**config.mk**
```make
export PLATFORM = sky130hd
export DESIGN_NAME = fb_blitter
export DESIGN_NICKNAME = d
export VERILOG_FILES = /design/src/rtl/fb_pkg.sv /design/src/rtl/fb_blit_addr_gen.sv /design/src/rtl/fb_blitter.sv
export SDC_FILE = /design/constraint.sdc
export NUM_CORES = 1
export LEC_CHECK = 0
export CAP_MARGIN = 20
export CORE_MARGIN = 2
export CORE_UTILIZATION = 55
export CTS_BUF_LIST = sky130_fd_sc_hd__clkbuf_16
export DETAILED_ROUTE_END_ITERATION = 10
export PLACE_DENSITY = 0.81
export SYNTH_ARGS = -nofsm -noshare
export SYNTH_HDL_FRONTEND = slang
export SYNTH_SLANG_ARGS = --single-unit
export TNS_END_PERCENT = 5
```
**constraint.sdc**
```tcl
create_clock -name Clk -period 4.9 [get_ports Clk]
set_clock_uncertainty 0.1 [all_clocks]
set_input_delay 0.735 -clock Clk [delete_from_list [all_inputs] [get_ports Clk]]
set_output_delay 0.735 -clock Clk [all_outputs]
set_load 0.1 [all_outputs]
```
**src/rtl/fb_pkg.sv**
```systemverilog
// Shared types and constants for the framebuffer blitter: geometry, pixel and
// address types, the captured command payload and the engine state encoding.
package fb_pkg;

  localparam int unsigned FB_W    = 240;
  localparam int unsigned FB_H    = 160;
  localparam int unsigned MAX_DIM = 64;
  localparam int unsigned DIM_W   = $clog2(MAX_DIM + 1);
  localparam int unsigned IDX_W   = $clog2(MAX_DIM * MAX_DIM + 1);
  localparam int unsigned ADDR_W  = 19;
  localparam int unsigned PIX_W   = 24;
  localparam int unsigned XY_W    = 8;
  localparam int unsigned POS_W   = XY_W + 1;

  typedef logic [PIX_W-1:0]  pixel_t;
  typedef logic [ADDR_W-1:0] addr_t;

  localparam pixel_t KEY_COLOR = 24'hFF00FF;

  typedef struct packed {
    logic             mode;
    addr_t            src_base;
    logic [XY_W-1:0]  dst_x;
    logic [XY_W-1:0]  dst_y;
    logic [DIM_W-1:0] width;
    logic [DIM_W-1:0] height;
    pixel_t           fill_color;
    logic             key_en;
  } blit_cmd_t;

  typedef enum logic [1:0] {
    IDLE,
    ISSUE,
    DRAIN
  } blit_state_t;

endpackage

```
**src/rtl/fb_blit_addr_gen.sv**
```systemverilog
// Stage-0 address generator: walks the rectangle row-major, producing the source
// read address and the unclipped 9-bit destination coordinates of each pixel.
module fb_blit_addr_gen
  import fb_pkg::*;
(
  input  logic              clk,
  input  logic              rst_n,
  input  logic              load,
  input  logic              step,
  input  logic              src_en,
  input  logic [ADDR_W-1:0] load_src_base,
  input  logic [XY_W-1:0]   load_dst_x,
  input  logic [XY_W-1:0]   load_dst_y,
  input  logic [ADDR_W-1:0] src_base,
  input  logic [XY_W-1:0]   dst_x,
  input  logic [XY_W-1:0]   dst_y,
  input  logic [DIM_W-1:0]  width,
  input  logic [DIM_W-1:0]  height,
  output logic [ADDR_W-1:0] src_addr,
  output logic [POS_W-1:0]  dx,
  output logic [POS_W-1:0]  dy,
  output logic              last_c
);

  logic [DIM_W-1:0] col;
  logic [DIM_W-1:0] row;
  logic [IDX_W-1:0] idx;
  logic [DIM_W-1:0] col_inc_c;
  logic [DIM_W-1:0] row_inc_c;
  logic [IDX_W-1:0] idx_inc_c;
  logic             col_end_c;
  logic             row_end_c;

  assign col_inc_c = col + DIM_W'(1);
  assign row_inc_c = row + DIM_W'(1);
  assign idx_inc_c = idx + IDX_W'(1);
  assign col_end_c = (col == width - DIM_W'(1));
  assign row_end_c = (row == height - DIM_W'(1));
  assign last_c    = col_end_c && row_end_c;

  // Source stride equals width, so row*width+col is simply the linear pixel index.
  always_ff @(posedge clk or negedge rst_n) begin
    if (!rst_n) begin
      col      <= '0;
      row      <= '0;
      idx      <= '0;
      src_addr <= '0;
      dx       <= '0;
      dy       <= '0;
    end else if (load) begin
      col <= '0;
      row <= '0;
      idx <= '0;
      dx  <= POS_W'(load_dst_x);
      dy  <= POS_W'(load_dst_y);
      if (src_en) src_addr <= load_src_base;
    end else if (step) begin
      idx <= idx_inc_c;
      if (src_en) src_addr <= src_base + ADDR_W'(idx_inc_c);
      if (col_end_c) begin
        col <= '0;
        row <= row_inc_c;
        dx  <= POS_W'(dst_x);
        dy  <= POS_W'(dst_y) + POS_W'(row_inc_c);
      end else begin
        col <= col_inc_c;
        dx  <= POS_W'(dst_x) + POS_W'(col_inc_c);
      end
    end
  end

endmodule

```
**src/rtl/fb_blitter.sv**
```systemverilog
// Rectangle blitter writing the 240x160 framebuffer at one pixel per cycle,
// with copy (colour-keyed) and fill modes and destination clipping.
module fb_blitter
  import fb_pkg::*;
(
  input  logic              Clk,
  input  logic              Reset_n,
  input  logic              cmd_valid,
  output logic              cmd_ready,
  input  logic              cmd_mode,
  input  logic [18:0]       cmd_src_base,
  input  logic [7:0]        cmd_dst_x,
  input  logic [7:0]        cmd_dst_y,
  input  logic [6:0]        cmd_width,
  input  logic [6:0]        cmd_height,
  input  logic [23:0]       cmd_fill_color,
  input  logic              cmd_key_en,
  output logic [18:0]       src_addr,
  input  logic [23:0]       src_data,
  output logic [18:0]       FBwrite_address,
  output logic [23:0]       FBdata_In,
  output logic              FBwe,
  output logic              busy,
  output logic              done
);

  blit_state_t      state;
  blit_cmd_t        cmd_in_c;
  blit_cmd_t        cmd_q;
  logic             accept_c;
  logic             zero_c;
  logic             issue_c;
  logic             src_en_c;
  logic             last_c;
  logic             clip_c;
  logic             key_c;
  logic [POS_W-1:0] dx;
  logic [POS_W-1:0] dy;
  logic             v1;
  logic [POS_W-1:0] dx1;
  logic [POS_W-1:0] dy1;

  assign cmd_in_c = '{mode:       cmd_mode,
                      src_base:   cmd_src_base,
                      dst_x:      cmd_dst_x,
                      dst_y:      cmd_dst_y,
                      width:      cmd_width,
                      height:     cmd_height,
                      fill_color: cmd_fill_color,
                      key_en:     cmd_key_en};

  assign accept_c = (state == IDLE) && cmd_valid && cmd_ready;
  assign zero_c   = (cmd_width == '0) || (cmd_height == '0);
  assign issue_c  = (state == ISSUE);
  // The first address is loaded from the live inputs, later ones from the capture.
  assign src_en_c = accept_c ? !cmd_mode : !cmd_q.mode;
  assign clip_c   = (dx1 >= POS_W'(FB_W)) || (dy1 >= POS_W'(FB_H));
  assign key_c    = !cmd_q.mode && cmd_q.key_en && (src_data == KEY_COLOR);

  fb_blit_addr_gen u_addr_gen (
    .clk           (Clk),
    .rst_n         (Reset_n),
    .load          (accept_c && !zero_c),
    .step          (issue_c),
    .src_en        (src_en_c),
    .load_src_base (cmd_src_base),
    .load_dst_x    (cmd_dst_x),
    .load_dst_y    (cmd_dst_y),
    .src_base      (cmd_q.src_base),
    .dst_x         (cmd_q.dst_x),
    .dst_y         (cmd_q.dst_y),
    .width         (cmd_q.width),
    .height        (cmd_q.height),
    .src_addr      (src_addr),
    .dx            (dx),
    .dy            (dy),
    .last_c        (last_c)
  );

  // Command FSM; the done cycle is the last DRAIN cycle so busy drops together with done.
  always_ff @(posedge Clk or negedge Reset_n) begin
    if (!Reset_n) begin
      state     <= IDLE;
      cmd_q     <= '0;
      cmd_ready <= 1'b0;
      busy      <= 1'b0;
      done      <= 1'b0;
    end else begin
      case (state)
        IDLE: begin
          cmd_ready <= 1'b1;
          busy      <= 1'b0;
          done      <= 1'b0;
          if (accept_c) begin
            cmd_q     <= cmd_in_c;
            cmd_ready <= 1'b0;
            busy      <= 1'b1;
            if (zero_c) begin
              state <= DRAIN;
              done  <= 1'b1;
            end else begin
              state <= ISSUE;
            end
          end
        end
        ISSUE: begin
          if (last_c) state <= DRAIN;
        end
        DRAIN: begin
          if (done) begin
            state     <= IDLE;
            done      <= 1'b0;
            busy      <= 1'b0;
            cmd_ready <= 1'b1;
          end else if (!v1) begin
            done <= 1'b1;
          end
        end
        default: state <= IDLE;
      endcase
    end
  end

  // Stage 1 pairs coordinates with the returning source data; FB outputs register it.
  always_ff @(posedge Clk or negedge Reset_n) begin
    if (!Reset_n) begin
      v1              <= 1'b0;
      dx1             <= '0;
      dy1             <= '0;
      FBwe            <= 1'b0;
      FBwrite_address <= '0;
      FBdata_In       <= '0;
    end else begin
      v1   <= issue_c;
      dx1  <= dx;
      dy1  <= dy;
      FBwe <= v1 && !clip_c && !key_c;
      if (v1) begin
        FBwrite_address <= ADDR_W'(dy1) * ADDR_W'(FB_W) + ADDR_W'(dx1);
        FBdata_In       <= cmd_q.mode ? cmd_q.fill_color : src_data;
      end
    end
  end

endmodule
```
==> results.tsv, run 1 <==
stage	metric	value	unit
status	status	finished clean	
clock_network	TritonCTS buffer count	23	
critical_path	capturing element type of the critical path	register	
finish	Fill cells	1646	
timing	Final Max Slew Viols	0	
floorplanning	die area	0.02226	mm²
timing	setup TNS	0	ps
clock_network	largest buffer count on any clock path	3	
detailed_routing	first-pass iteration count of the detailed router	5	
placed_design	gpl congestion	0.9319	
placed_design	post-DP HPWL	20190	µm
critical_path	Crit Path Class	reg2reg	
clock_network	clk root buf	clkbuf_16	
floorplanning	placeable core area	0.02082	mm²
global_routing	grt ovf	0	
finish	FF/Latch Area	0.005156	mm²
timing	minimum clock period	4075	ps
timing	worst slew pin tran	1022	ps
yosys	top cells by area, synth	dfrtp_1 (44%), nand2_1 (9.7%), ha_1 (6.4%)	
yosys	synth warn	0	
yosys	Syn Std Cell Area	0.01159	mm²
detailed_routing	Post-Route WL	28990	µm
finish	Layout area overhead	21.91	%
critical_path	Crit path arrival time	4330	ps
yosys	register area share after synthesis	44.46	%
global_routing	largest net degree at the start of global routing	108	
critical_path	worst path cell trace	inv_1, fa_1, fa_1, inv_1, ha_1, o21ai_0, a2111oi_0, a211oi_1, nand2b_4, or4b_4, xnor2_1, a21oi_1	
detailed_routing	ANT nets after route	0	
timing	slew margin rel.	31.64	%
clock_network	TritonCTS clock tree	yes	
yosys	Synth area leader	dfrtp_1	
critical_path	R2R Path Start	dy1[5]$_DFF_PN0_	
flow_run	Max Cap Viol	0	
floorplanning	row cnt	53	
min_path	Hold Path Class	in2async	
critical_path	Worst setup SP type	register	
floorplanning	I/O pin count	168	
timing	Final setup viols	0	
critical_path	max incr delay on CP	550	ps
yosys	post-synth cell types	68	
critical_path	slowest CP cell	or4b_4	
clock_network	clock slew at reported path FFs	60	ps
floorplanning	die height	149.2	µm
yosys	most used flip-flop cell after synthesis	dfrtp_1	
floorplanning	die width	149.2	µm
critical_path	crit path from	dy1[5]$_DFF_PN0_	
detailed_routing	vias per cell	5.598	
yosys	Synth Instances	1280	
clock_network	CTS Hold Bufs	0	
detailed_routing	WL/cell	16.92	µm
clock_network	clk_lat worst skew	520	ps
yosys	Yosys top cell area share	44.46	%
clock_network	post-CTS setup buffers	0	
timing	Tcrit/Tclk final	83.16	%
clock_network	# clock sinks	206	
clock_network	post-CTS sizing	0	
critical_path	Worst Path Required	5160	ps
timing	FMAX	245.4	MHz
detailed_routing	vias after detailed routing	9590	
finish	layout cells sized above 1	4.384	%
critical_path	crit-path max FO	6	
yosys	#FFs+latches synth	206	
yosys	Post-synth EDFFs	0	
global_routing	initial antenna violation count	2	
detailed_routing	# DRC	0	
detailed_routing	Detailed Route Iter0 Violations	568	
timing	Final Hold Violating Endpoints	0	
clock_network	H-tree Lvls	1	
finish	number of nets in the layout	1604	
placed_design	port bufs	166	
yosys	total nets after synthesis	1460	
yosys	Async SR Flop Fraction	100.0	%
global_routing	Overall Global Routing Usage	26.39	%
floorplanning	Starting Density	55.68	%
timing	RSZ-0062 raised after global routing	no	
finish	area of the multi-input gates	0.006003	mm²
yosys	Post-Syn Area per Cell	9.058	µm²
global_routing	number of global-route vias before repair	9631	
global_routing	first-pass GRT wire length	47640	µm
## metrics by stage
| step | hold slack (ps) | area, µm² | setup slack [ps] | util (%) | instances |
|---|---|---|---|---|---|
| 2_1_floorplan | 246.1 | 11590 | 1114 | - | 1280 |
| 3_3_place_gp | 253.4 | 13470 | 986.4 | 64.71 | 1673 |
| 3_5_place_dp | 258.2 | 13470 | 877.2 | 64.71 | 1673 |
| 4_1_cts | 273.0 | 14120 | 829.8 | 67.83 | 1711 |
| 5_1_grt | 291.3 | 14130 | 486.7 | 67.87 | 1712 |
| 6_report | 225.1 | 14130 | 825.2 | 67.88 | 1713 |
## cell type report
| type | instances | share of cell area, % |
|---|---|---|
| Timing Repair Buffer | 179 | 12.56 |
| Antenna cell | 1 | 0.01770 |
| Multi-Input combinational cell | 960 | 42.47 |
| Clock inverter | 15 | 0.5311 |
| Inverter | 54 | 1.434 |
| Tap cell | 275 | 2.434 |
| Clock buffer | 23 | 4.072 |
| Sequential cell | 206 | 36.48 |
## layout by cell type, fill, tap and decap left out, types with 15 or more instances in the layout
cell,count
nor3_1,16
clkdlybuf4s50_1,165
ha_1,59
nand2_1,299
xor2_1,30
dfrtp_1,205
nand3_1,41
a21oi_1,83
a21o_1,26
fa_1,19
o21ai_0,63
clkbuf_16,23
nor2_1,78
and3_1,23
xnor2_1,39
inv_1,59
nand2b_1,15
mux2i_1,30
## worst paths after layout
kind                                                    to  slack (ps)  cells after the start
max                        FBwrite_address[15]$_DFFE_PN0P_         830                     12
min                                       dx1[2]$_DFF_PN0_         230                      1
max reg2reg                FBwrite_address[15]$_DFFE_PN0P_         830                     12
min reg2reg                               dx1[3]$_DFF_PN0_         270                      0
max in group asynchronous                     v1$_DFF_PN0_        3440                      2
min in group Clk                          dx1[3]$_DFF_PN0_         270                      0
## cells in the mapped netlist, types with 3 or more instances
cell / number
o31ai_1: 3
nor4_1: 6
xnor2_1: 39
or3_1: 4
nand3_1: 41
nand2b_1: 15
o21a_1: 3
nor3_1: 17
mux2_2: 8
fa_1: 19
a221o_1: 5
buf_2: 7
a21o_1: 26
mux2i_1: 30
dfrtp_1: 206
ha_1: 59
nand2_1: 299
o2bb2ai_1: 4
nand4_1: 9
a32oi_1: 3
a211oi_1: 13
o21bai_1: 4
a21oi_1: 83
o211ai_1: 6
a311oi_1: 4
and3_1: 23
inv_1: 54
buf_1: 6
xor2_1: 30
o21ai_0: 64
nor2_1: 78
a221oi_1: 3
a2111oi_0: 3
clkbuf_1: 44
o22ai_1: 3
a31oi_1: 8
nor2b_1: 8
and2_1: 4
nand3b_1: 3
## routing by layer
layer	GRT usage [%]	wire, µm	vias up
li1	-	-	4658
met4	6.810	658	2
met1	33.83	12170	4600
met2	47.10	14680	277
met3	3.731	1463	53
met5	0	13	-
## sequential cells by signal (all words and copies together), names as in the netlist, 2 cells and up
name                 count
u_addr_gen.col           7
u_addr_gen.dy            9
FBwrite_address         18
cmd_q                   75
FBdata_In               24
u_addr_gen.row           7
u_addr_gen.idx          13
state                    2
u_addr_gen.src_addr     19
dy1                      9
u_addr_gen.dx            9
dx1                      9
## critical path, delay by kind of cell (launching register included)
family          cells  cell delay (ps)
fa+ha+maj           3             1390
compound gates      4              900
simple gates        2              740
flops               1              380
buf+inv             2              270
xor+xnor            1              150
## cell families after synthesis
group | count (synthesis) | share of synthesized area, %
AO/OA/AOI/OAI | 256 | 13.80
other | 1 | 0.03234
buffers and inverters | 114 | 3.820
flip-flops | 206 | 44.46
XOR/XNOR | 70 | 5.406
multiplexers | 38 | 3.367
AND/OR/NAND/NOR | 517 | 19.47
adder cells (fa/ha/maj) | 78 | 9.647
Power of run 1 is left out: the tool's default activity adds up to more than one toggle a clock period on the data nets, which glitch-free logic cannot reach.
==> inputs of run 2 (changes only) <==
==> constraint.sdc (replaced) <==
create_clock -name Clk -period 4.1 [get_ports Clk]
set_clock_uncertainty 0.1 [all_clocks]
set_input_delay 0.615 -clock Clk [delete_from_list [all_inputs] [get_ports Clk]]
set_output_delay 0.615 -clock Clk [all_outputs]
set_load 0.1 [all_outputs]
==> results.tsv, run 2 (synthesized netlist as in run 1, its figures left out) <==
stage	metric	value	unit	change
floorplanning	placeable core area	0.02082	mm²	unchanged
critical_path	worst path cell trace	fa_1, inv_1, fa_1, fa_1, inv_1, ha_4, o21ai_1, o21bai_1, a21oi_2, nor3_2, or4b_4, xnor2_1, a21oi_1		
floorplanning	row cnt	53		unchanged
finish	FF/Latch Area	0.005157	mm²	about the same
timing	Final Hold Violating Endpoints	0		unchanged
global_routing	grt ovf	0		unchanged
finish	biggest registers after layout	cmd_q (75), FBdata_In (24), u_addr_gen.src_addr (19)		
floorplanning	Starting Density	55.68	%	unchanged
timing	FMAX	256.5	MHz	+4.5%
finish	max reg flops	75		unchanged
detailed_routing	ANT nets after route	0		unchanged
critical_path	max incr delay on CP	570	ps	+20 ps
clock_network	TritonCTS buffer count	23		unchanged
detailed_routing	WL/cell	17.14	µm	+1.3%
critical_path	R2R Path Start	dy1[0]$_DFF_PN0_		
clock_network	# clock sinks	206		unchanged
critical_path	capturing element type of the critical path	register		
flow_run	Max Cap Viol	0		unchanged
timing	Final Max Slew Viols	0		unchanged
critical_path	CP dominant cell by count	fa_1		
placed_design	post-DP HPWL	20650	µm	+2.3%
finish	commonest non-fill, non-tap cell in the layout	nand2_1		
critical_path	Worst setup SP type	register		
detailed_routing	Post-Route WL	29530	µm	+1.9%
critical_path	crit-path max FO	4		-2
timing	Tcrit/Tclk final	95.10	%	+12 points
critical_path	reg2reg path depth	13		+1
finish	most frequent cells in the layout	nand2_1 (299), dfrtp_1 (204), clkdlybuf4s50_1 (165), a21oi_1 (82), nor2_1 (78)		
timing	worst slew pin tran	1017	ps	-4.943 ps
timing	Final setup viols	0		unchanged
finish	area of the multi-input gates	0.006036	mm²	+0.54%
critical_path	WP buf/inv	2		unchanged
detailed_routing	Detailed Route Iter0 Violations	626		+10%
clock_network	clock slew at reported path FFs	60	ps	about the same
detailed_routing	vias after detailed routing	9810		+2.3%
placed_design	gpl congestion	0.9231		-0.94%
critical_path	Crit Path Class	reg2reg		
timing	minimum clock period	3899	ps	-175.5 ps
critical_path	slowest CP cell	fa_1		
global_routing	Overall Global Routing Usage	26.73	%	+0.33 points
critical_path	cell family with most CP delay	adder cells		
finish	Fill cells	1646		unchanged
clock_network	clk root buf	clkbuf_16		
finish	Layout area overhead	24.03	%	
finish	ant diodes	0		-1
placed_design	Area after DPL	0.01353	mm²	+0.39%
clock_network	clk_lat worst skew	510	ps	about the same
clock_network	largest buffer count on any clock path	3		unchanged
detailed_routing	first-pass iteration count of the detailed router	5		unchanged
global_routing	number of global-route vias before repair	9883		+2.6%
timing	slew margin rel.	31.97	%	+0.33 points
status	status	finished clean		
clock_network	H-tree Lvls	1		unchanged
min_path	Hold Path Class	in2async		
clock_network	TritonCTS clock tree	yes		
critical_path	Worst Path Required	4370	ps	-790 ps
finish	Final Instance Area	0.01438	mm²	+1.7%
global_routing	largest net degree at the start of global routing	85		-21%
finish	layout cells sized above 1	6.077	%	+1.7 points
global_routing	first-pass GRT wire length	48300	µm	+1.4%
finish	number of nets in the layout	1612		+0.50%
floorplanning	die width	149.2	µm	unchanged
finish	Top reg by flops	cmd_q		
floorplanning	I/O pin count	168		unchanged
placed_design	port bufs	166		unchanged
critical_path	worst r2r dst	FBwrite_address[15]$_DFFE_PN0P_		
floorplanning	die height	149.2	µm	unchanged
detailed_routing	# DRC	0		unchanged
floorplanning	die area	0.02226	mm²	unchanged
clock_network	CTS Hold Bufs	0		unchanged
critical_path	R2R setup slack	200	ps	-620 ps
detailed_routing	vias per cell	5.694		+1.7%
global_routing	initial antenna violation count	0		-2
critical_path	Crit path arrival time	4170	ps	-160 ps
## run 2: changes by cell type in the layout (fill, tap and decap cells not counted), sizes merged
cell / previous run / this run
buf: 13 / 21
inv: 60 / 59
clkinvlp: 1 / 3
diode: 1 / 0
clkinv: 8 / 5
bufinv: 0 / 5
## run 2: area by class of cell
type / count / area share, %
timing repair buffer: 187 / 12.76
tap: 275 / 2.393
clock buffer: 23 / 4.002
sequential: 206 / 35.86
multi-input combinational: 960 / 41.97
inverter: 54 / 1.409
clock inverter: 18 / 1.601
## run 2: timing repair
item	in CTS	in global routing
hold endpoints to repair	0	0
resized for setup	0	14
setup endpoints to repair	0	5
setup buffers	0	2
## run 2: metal layers
| layer | GRT usage, % | routed length (µm) | share of wire, % |
|---|---|---|---|
| met2 | 46.68 | 14780 | 50 |
| met1 | 34.37 | 12150 | 41 |
| met3 | 2.966 | 1605 | 5.4 |
| met4 | 10.00 | 997 | 3.4 |
| met5 | 0 | 0 | 0 |
## run 2: how the worst max path moves through the flow
stage                startpoint                              end  slack, ps  depth (start not counted)
6_report       dy1[0]$_DFF_PN0_  FBwrite_address[15]$_DFFE_PN0P_        200                         13
3_3_place_gp   dy1[7]$_DFF_PN0_  FBwrite_address[15]$_DFFE_PN0P_        240                         12
2_1_floorplan  dy1[6]$_DFF_PN0_  FBwrite_address[15]$_DFFE_PN0P_        310                         12
5_1_grt        dy1[0]$_DFF_PN0_  FBwrite_address[13]$_DFFE_PN0P_        -20                         13
3_5_place_dp   dy1[7]$_DFF_PN0_  FBwrite_address[15]$_DFFE_PN0P_         80                         12
4_1_cts        dy1[7]$_DFF_PN0_  FBwrite_address[15]$_DFFE_PN0P_         80                         12
## run 2: metrics by stage
| step | util (%) | std cells | hold WS, ps | setup WS [ps] | TNS, ps |
|---|---|---|---|---|---|
| 6_report | 69.07 | 1723 | 38.27 | 200.7 | 0 |
| 5_1_grt | 69.07 | 1723 | 89.26 | -22.10 | -22.10 |
| 4_1_cts | 68.83 | 1721 | 61.77 | 83.10 | 0 |
| 3_5_place_dp | 64.96 | 1680 | 255.5 | 84.96 | 0 |
| 3_3_place_gp | 64.96 | 1680 | 252.7 | 236.1 | 0 |
| 2_1_floorplan | - | 1280 | 219.4 | 313.5 | 0 |
Power of run 2 is left out for the same reason.
